### src/rtl/spi_master_bus.sv
// SPI master on the simple peripheral bus: DATA/STATUS/CTRL registers,
// programmable SCLK divider, all four SPI modes and software-driven chip selects.
module spi_master_bus #(
    parameter int NUM_CS      = 1,
    parameter int CLKDIV_W    = 8,
    parameter int DEFAULT_DIV = 49
) (
    input  logic              clk,
    input  logic              rst,
    input  logic              cs,
    input  logic [31:0]       bus_addr,
    input  logic [31:0]       bus_wr_val,
    input  logic [3:0]        bus_bytesel,
    output logic              bus_ack,
    output logic [31:0]       bus_data,
    output logic              spi_sclk,
    output logic              spi_mosi,
    input  logic              spi_miso,
    output logic [NUM_CS-1:0] spi_cs_n
);

    typedef enum logic {IDLE, SHIFT} state_t;

    state_t              state;
    logic                cpol;
    logic                cpha;
    logic [NUM_CS-1:0]   cs_en;
    logic [CLKDIV_W-1:0] div;
    logic [CLKDIV_W-1:0] hcnt;
    logic [3:0]          edge_cnt;
    logic                busy;
    logic                rx_valid;
    logic                overrun;
    logic [7:0]          rx_data;
    logic [7:0]          tx_sr;
    logic [7:0]          rx_sr;

    logic        new_acc;
    logic        wr_acc;
    logic        rd_acc;
    logic [1:0]  reg_sel;
    logic [31:0] ctrl_val;
    logic [31:0] rd_val;
    logic        tick;
    logic        lead;
    logic        last;
    logic        unused;

    assign unused = ^{bus_addr[31:4], bus_addr[1:0], bus_wr_val};

    always_comb begin
        new_acc  = cs && !bus_ack;
        wr_acc   = new_acc && (bus_bytesel != 4'b0000);
        rd_acc   = new_acc && (bus_bytesel == 4'b0000);
        reg_sel  = bus_addr[3:2];
        ctrl_val = '0;
        ctrl_val[0] = cpol;
        ctrl_val[1] = cpha;
        ctrl_val[8+:NUM_CS]    = cs_en;
        ctrl_val[16+:CLKDIV_W] = div;
        case (reg_sel)
            2'd0:    rd_val = {24'b0, rx_data};
            2'd1:    rd_val = {29'b0, overrun, rx_valid, busy};
            2'd2:    rd_val = ctrl_val;
            default: rd_val = '0;
        endcase
        tick = (state == SHIFT) && (hcnt == div);
        lead = !edge_cnt[0];
        last = (edge_cnt == 4'd15);
    end

    always_ff @(posedge clk) begin
        if (rst) begin
            state    <= IDLE;
            bus_ack  <= 1'b0;
            bus_data <= '0;
            spi_sclk <= 1'b0;
            spi_mosi <= 1'b1;
            spi_cs_n <= '1;
            cpol     <= 1'b0;
            cpha     <= 1'b0;
            cs_en    <= '0;
            div      <= CLKDIV_W'(DEFAULT_DIV);
            hcnt     <= '0;
            edge_cnt <= '0;
            busy     <= 1'b0;
            rx_valid <= 1'b0;
            overrun  <= 1'b0;
            rx_data  <= '0;
            tx_sr    <= '0;
            rx_sr    <= '0;
        end else begin
            bus_ack  <= cs;
            bus_data <= (cs && bus_bytesel == 4'b0000) ? rd_val : '0;
            spi_cs_n <= ~cs_en;

            if (rd_acc && reg_sel == 2'd0) rx_valid <= 1'b0;
            if (rd_acc && reg_sel == 2'd1) overrun <= 1'b0;
            if (wr_acc && reg_sel == 2'd0 && busy) overrun <= 1'b1;

            // Mode and divider are frozen for the duration of a transfer
            if (wr_acc && reg_sel == 2'd2) begin
                cs_en <= bus_wr_val[8+:NUM_CS];
                if (!busy) begin
                    cpol <= bus_wr_val[0];
                    cpha <= bus_wr_val[1];
                    div  <= bus_wr_val[16+:CLKDIV_W];
                end
            end

            case (state)
                IDLE: begin
                    spi_sclk <= cpol;
                    if (wr_acc && reg_sel == 2'd0) begin
                        tx_sr    <= cpha ? bus_wr_val[7:0]
                                         : {bus_wr_val[6:0], 1'b0};
                        rx_sr    <= '0;
                        hcnt     <= '0;
                        edge_cnt <= '0;
                        busy     <= 1'b1;
                        rx_valid <= 1'b0;
                        state    <= SHIFT;
                        if (!cpha) spi_mosi <= bus_wr_val[7];
                    end
                end
                SHIFT: begin
                    if (tick) begin
                        hcnt     <= '0;
                        spi_sclk <= ~spi_sclk;
                        edge_cnt <= edge_cnt + 4'd1;
                        // CPHA=0 samples on leading edges, CPHA=1 on trailing
                        if (lead == !cpha) begin
                            rx_sr <= {rx_sr[6:0], spi_miso};
                        end else if (!last) begin
                            spi_mosi <= tx_sr[7];
                            tx_sr    <= {tx_sr[6:0], 1'b0};
                        end
                        if (last) begin
                            rx_data  <= cpha ? {rx_sr[6:0], spi_miso} : rx_sr;
                            rx_valid <= 1'b1;
                            busy     <= 1'b0;
                            state    <= IDLE;
                        end
                    end else begin
                        hcnt <= hcnt + CLKDIV_W'(1);
                    end
                end
            endcase
        end
    end

endmodule

### config.mk
export PLATFORM = sky130hd
export DESIGN_NAME = spi_master_bus
export DESIGN_NICKNAME = d
export VERILOG_FILES = /design/src/rtl/spi_master_bus.sv
export SDC_FILE = /design/constraint.sdc
export NUM_CORES = 1
export LEC_CHECK = 0
export ABC_AREA = 1
export BUFFER_PORTS_ARGS = -buffer_cell sky130_fd_sc_hd__buf_2
export CAP_MARGIN = 0
export CORE_ASPECT_RATIO = 1.2
export CORE_MARGIN = 1.5
export CORE_UTILIZATION = 40
export CTS_BUF_LIST = sky130_fd_sc_hd__clkbuf_2
export DETAILED_ROUTE_END_ITERATION = 6
export GPL_TIMING_DRIVEN = 0
export HOLD_SLACK_MARGIN = 0.1
export PLACE_DENSITY_LB_ADDON = 0.2
export SYNTH_ARGS = -nofsm -noshare
export SYNTH_HDL_FRONTEND = slang
export SYNTH_SLANG_ARGS = --single-unit
### constraint.sdc
create_clock -name clk -period 2.5 [get_ports clk]
set_input_delay 0.5 -clock clk [delete_from_list [all_inputs] [get_ports clk]]
set_output_delay 0.5 -clock clk [all_outputs]
set_load 0.02 [all_outputs]
==> qor.yml, run 1 <==
holdCritPathClass: "in2reg"
routed_wl_mm: 7.60
arrival_ns: 1.13
outcome: "complete, no violations"
ctsResizeCount: 0
pre_cts_ws_ns: 0.651
clkSinkCount: 72
criticalPathCategory: "reg2out"
fmax_mhz: 614
grt_overflow: 0
relSlewSlack_pct: 60.6
crit_family: "flip-flops"
tightest_slew_ns: 0.591
fin_setup_tns_ns: 0
cts_root_buf: "clkbuf_2"
postLayoutSetupSlackWorst_ns: 0.872
remaining_drc_errors: 0
final_area_sq_um: 4010
grt_pass1_vias: 2712
layout_commonest_cell: "nand2_1"
drive_gt1_share_pct: 21.5
syn_area_sq_um: 3420
wire_per_inst_um: 11.5
skew_ns: 0.0233
ys_types: 40
worstSkewPairLatency_ns: 0.53
syn2layout_area_growth_pct: 17.0
rsz0062_at_grt: "no"
max_stage_delay_ns: 0.42
dieArea_sq_um: 9120
total_power_uw: 2290
end_kind: "output port"
cts_buffers: 9
cts_tree: "built"
vias: 3139
dieWidth_um: 87.5
path_buf_inv: 1
report.final.slew_viol_count: 0
cp_slowest_cell: "dfxtp_1"
crit_chain: "buf_2"
clk_pin_slew_ns: 0.19
htree_num_levels: 3
fin_util_pct: 48.9
fin_crit_ns: 1.63
synth_cells: 469
final_nets: 614
power.leakage_uw: 0.00176
drtIter0Drc: 168
worst-path-max-fanout: 3
yosys_warnings: 0
port_buffers: 46
diodes: 0
start_util_pct: 41.8
hold_viol: 0
irDropWorstVdd_mv: 0.280
grt_max_degree: 13
antenna_found_initial: 0
post_cts_buffers: 0
track_usage_pct: 17.5
cellPowerDensity_nw_per_um2: 573
synth_seq_cells: 72
die_h_um: 104
ys_seq_area_share_pct: 42.1
holdBufCountCts: 0
dp_hpwl_mm: 5.61
layout_common_cells: "118 x nand2_1, 72 x dfxtp_1, 51 x buf_2"
min_period_over_period_pct: 65.1
syn_area_per_cell_sq_um: 7.30
core_sq_um: 8200
cts_buffer_depth: 2
cap_violations: 0
gp_congestion: 0.873
grt_pass1_wl_mm: 12.4
postPlaceCellArea_sq_um: 3850
detail-route-antenna-nets: 0
start_kind: "register"
setup_viol: 0
rows: 36
ioPinCount: 108
viasPerCell: 4.76
critPathRequiredTime_ns: 2.00
firstDrtPassIters: 4
==> registers in the layout, indices dropped and copies added (netlist names) <==
register and count:
bus_ack 1, bus_data 17, busy 1, cpha 1
cpol 1, cs_en 1, div 8, edge_cnt 4
hcnt 8, overrun 1, rx_data 8, rx_sr 8
rx_valid 1, spi_cs_n 1, spi_mosi 1, spi_sclk 1
state 1, tx_sr 8
==> power by group <==
| group | leakage [uW] | total, uW | internal [uW] | switching, uW |
|---|---|---|---|---|
| Combinational | 0.00109 | 259 | 92.5 | 166 |
| Sequential | 0.000583 | 1190 | 1170 | 15.2 |
| Clock | 0.0000919 | 845 | 432 | 414 |
| Total | 0.00176 | 2290 | 1700 | 595 |
==> cells in the mapped netlist (all sizes together) <==
cell / number / area, sq um
o31ai: 1 / 7.51
nor3: 14 / 70.1
nor2: 38 / 206
nand4: 3 / 18.8
o21a: 1 / 7.51
inv: 48 / 183
o21ai: 39 / 203
clkbuf: 6 / 22.5
o22ai: 1 / 6.26
nand3: 40 / 218
a21boi: 1 / 7.51
a31oi: 2 / 12.5
o21bai: 1 / 7.51
xnor2: 2 / 17.5
clkinv: 1 / 3.75
conb: 1 / 3.75
ha: 2 / 25.0
buf: 26 / 201
xor2: 5 / 43.8
dfxtp: 72 / 1440
a21oi: 41 / 216
o211ai: 1 / 7.51
mux2i: 1 / 10.0
nand2: 122 / 483
==> path summary, 6_finish.rpt <==
kind	from	endpoint	slack [ns]	depth (start not counted)
max	spi_sclk	spi_sclk	0.87	1
min	bus_wr_val[16]	div[0]	0.17	3
max reg2reg	state	tx_sr[5]	0.92	8
min reg2reg	cs_en	spi_cs_n	0.42	1
==> worst register-to-register path, stage by stage (launching register included) <==
cell and delay (ns):
dfxtp_1 0.38, clkinv_1 0.28, nand2_4 0.23, inv_4 0.08, nor2_4 0.17, buf_6 0.17, nand3_1 0.09, nand2_1 0.07
nor2_1 0.04
==> routing by layer <==
metal  share of wire (%)  GRT usage [%]
met1                  47           22.6
met2                  44           26.3
met5                   0              0
met4                 2.4           9.98
met3                 6.9           3.89
==> through the flow <==
step | hold WS [ns] | cells
2_1_floorplan | 0.366 | 483
3_3_place_gp | 0.375 | 643
3_5_place_dp | 0.380 | 643
4_1_cts | 0.140 | 659
5_1_grt | 0.137 | 659
6_report | 0.173 | 659
==> cells by family after synthesis <==
family	after synthesis	synth area share [%]
buf+inv	81	12.0
compound gates	88	13.9
xor+xnor	7	1.79
other cells	1	0.110
fa+ha+maj	2	0.731
mux	1	0.292
simple gates	217	29.1
flops	72	42.1
==> cell type report <==
| cell class | count | area (sq um) |
|---|---|---|
| fill | 853 | 4190 |
| sequential | 72 | 1440 |
| multi-input combinational | 330 | 1620 |
| buffer | 32 | 224 |
| inverter | 49 | 186 |
| timing repair buffer | 46 | 230 |
| tap | 114 | 143 |
| clock buffer | 10 | 50.0 |
| clock inverter | 6 | 108 |
Power figures use the tool's default switching activity.
==> run 2: changes to the inputs <==
==> constraint.sdc (replaced) <==
create_clock -name clk -period 1.31 [get_ports clk]
set_input_delay 0.262 -clock clk [delete_from_list [all_inputs] [get_ports clk]]
set_output_delay 0.262 -clock clk [all_outputs]
set_load 0.02 [all_outputs]
==> qor.yml, run 2 (synthesis gave the netlist of run 1 again) <==
outcome: "finished with violations"
violations: "negative setup slack"
pwr-share-seq_pct: 48.9
routed_wl_mm: 9.24
fill_cells: 724
postLayoutSetupSlackWorst_ns: -0.192
die_h_um: 104
antenna_found_initial: 0
worst-path-max-fanout: 6
largest_reg_flops: 17
vias: 3408
grt_pass1_vias: 3108
holdCritPathClass: "in2reg"
relSlewSlack_pct: 56.1
postPlaceCellArea_sq_um: 3880
dp_hpwl_mm: 5.61
start_kind: "register"
dieWidth_um: 87.5
tightest_slew_ns: 0.658
hold_viol: 0
grt_overflow: 0
viasPerCell: 4.76
wire_per_inst_um: 12.9
layout_common_cells: "96 x nand2_1, 41 x buf_4, 37 x dfxtp_1"
track_usage_pct: 19.4
p_comb_share_pct: 14.5
diodes: 0
clkSinkCount: 72
skew_ns: 0.0453
end_kind: "register"
dieArea_sq_um: 9120
multi_input_area_sq_um: 1860
remaining_drc_errors: 0
start_util_pct: 41.8
rows: 36
cts_root_buf: "clkbuf_2"
worstSkewPairLatency_ns: 0.54
layout_commonest_cell: "nand2_1"
setup_viol: 41
drtIter0Drc: 178
syn2layout_area_growth_pct: 46.0
fin_util_pct: 61.0
final_nets: 671
drive_gt1_share_pct: 41.2
min_period_over_period_pct: 115
ioPinCount: 108
grt_max_degree: 14
rsz0062_at_grt: "yes"
criticalPathCategory: "reg2reg"
power.leakage_uw: 0.00213
gp_congestion: 0.840
swShare_pct: 27.4
irDropWorstVdd_mv: 0.491
top_register: "bus_data"
cts_buffer_depth: 2
final_area_sq_um: 5000
report.final.slew_viol_count: 0
fmax_mhz: 666
detail-route-antenna-nets: 0
cellPowerDensity_nw_per_um2: 929
clk_pin_slew_ns: 0.25
critPathRequiredTime_ns: 1.79
area.sequential_sq_um: 1500
p_int_uw: 3370
cts_buffers: 9
cts_tree: "built"
port_buffers: 46
firstDrtPassIters: 4
arrival_ns: 1.98
cap_violations: 0
netSwitchingPower_uw: 1270
htree_num_levels: 3
core_sq_um: 8200
clock_power_share_pct: 36.6
grt_pass1_wl_mm: 14.0
fin_crit_ns: 1.50
[run 2: final timing paths]
path                            cells past startpoint  startpoint  slack [ns]          to
worst max register to register                      8      div[4]       -0.19  rx_data[2]
worst min register to register                      1       cs_en        0.41    spi_cs_n
worst max-delay path                                8      div[4]       -0.19  rx_data[2]
worst min-delay path                                3         rst        0.09      div[4]
[run 2: power groups by stage]
stage,clock [uW],sequential (uW),combinational [uW]
after global placement,0,2310,488
after CTS,1730,2270,613
after floorplan,0,2320,359
after detailed placement,0,2320,494
after global routing,1820,2280,729
final,1700,2270,673
[run 2: layout make-up]
type,instances,area share (%)
clock buffer,10,1.00
clock inverter,6,2.30
tap,114,2.85
buffer,31,4.48
sequential,72,30.0
timing repair buffer,103,17.9
multi-input combinational,331,37.3
inverter,49,4.16
[run 2: layer usage]
| layer | up-vias | part of all wire (%) | global-route usage [%] | routed length [um] |
|---|---|---|---|---|
| li1 | 1744 | - | - | - |
| met1 | 1544 | 44 | 24.2 | 4060 |
| met2 | 107 | 49 | 32.8 | 4560 |
| met3 | 13 | 5.1 | 3.33 | 468 |
| met4 | 0 | 1.5 | 7.26 | 140 |
| met5 | - | 0 | 0 | 0 |
[run 2: stage by stage]
stage               instances  total power [uW]  worst slack, ns  setup TNS (ns)  hold slack, ns
floorplan                 483              2680          -0.0212         -0.0725           0.366
global placement          643              2800           -0.300           -8.13           0.374
detailed placement        643              2810           -0.307           -9.29           0.378
CTS                       707              4610           -0.140           -3.62          0.0596
global route              716              4820           -0.300           -9.12           0.130
finish                    716              4650           -0.192           -4.66          0.0891
[run 2: critical path, stage by stage (launching register included)]
cell and delay, ns:
dfxtp_2 0.40, xnor2_2 0.18, nand4_1 0.15, nor2_2 0.17, nand2_2 0.13, buf_4 0.16, buf_4 0.12, nand3_1 0.06
nand2_1 0.06
[run 2: timing repair]
action / 4_1_cts / 5_1_grt
hold endpoints to repair: 25 / 1
cloned: 2 / 1
resized for setup: 100 / 79
setup endpoints to repair: 58 / 70
setup buffers: 23 / 7
pin swaps: 39 / 24
hold buffers: 24 / 1
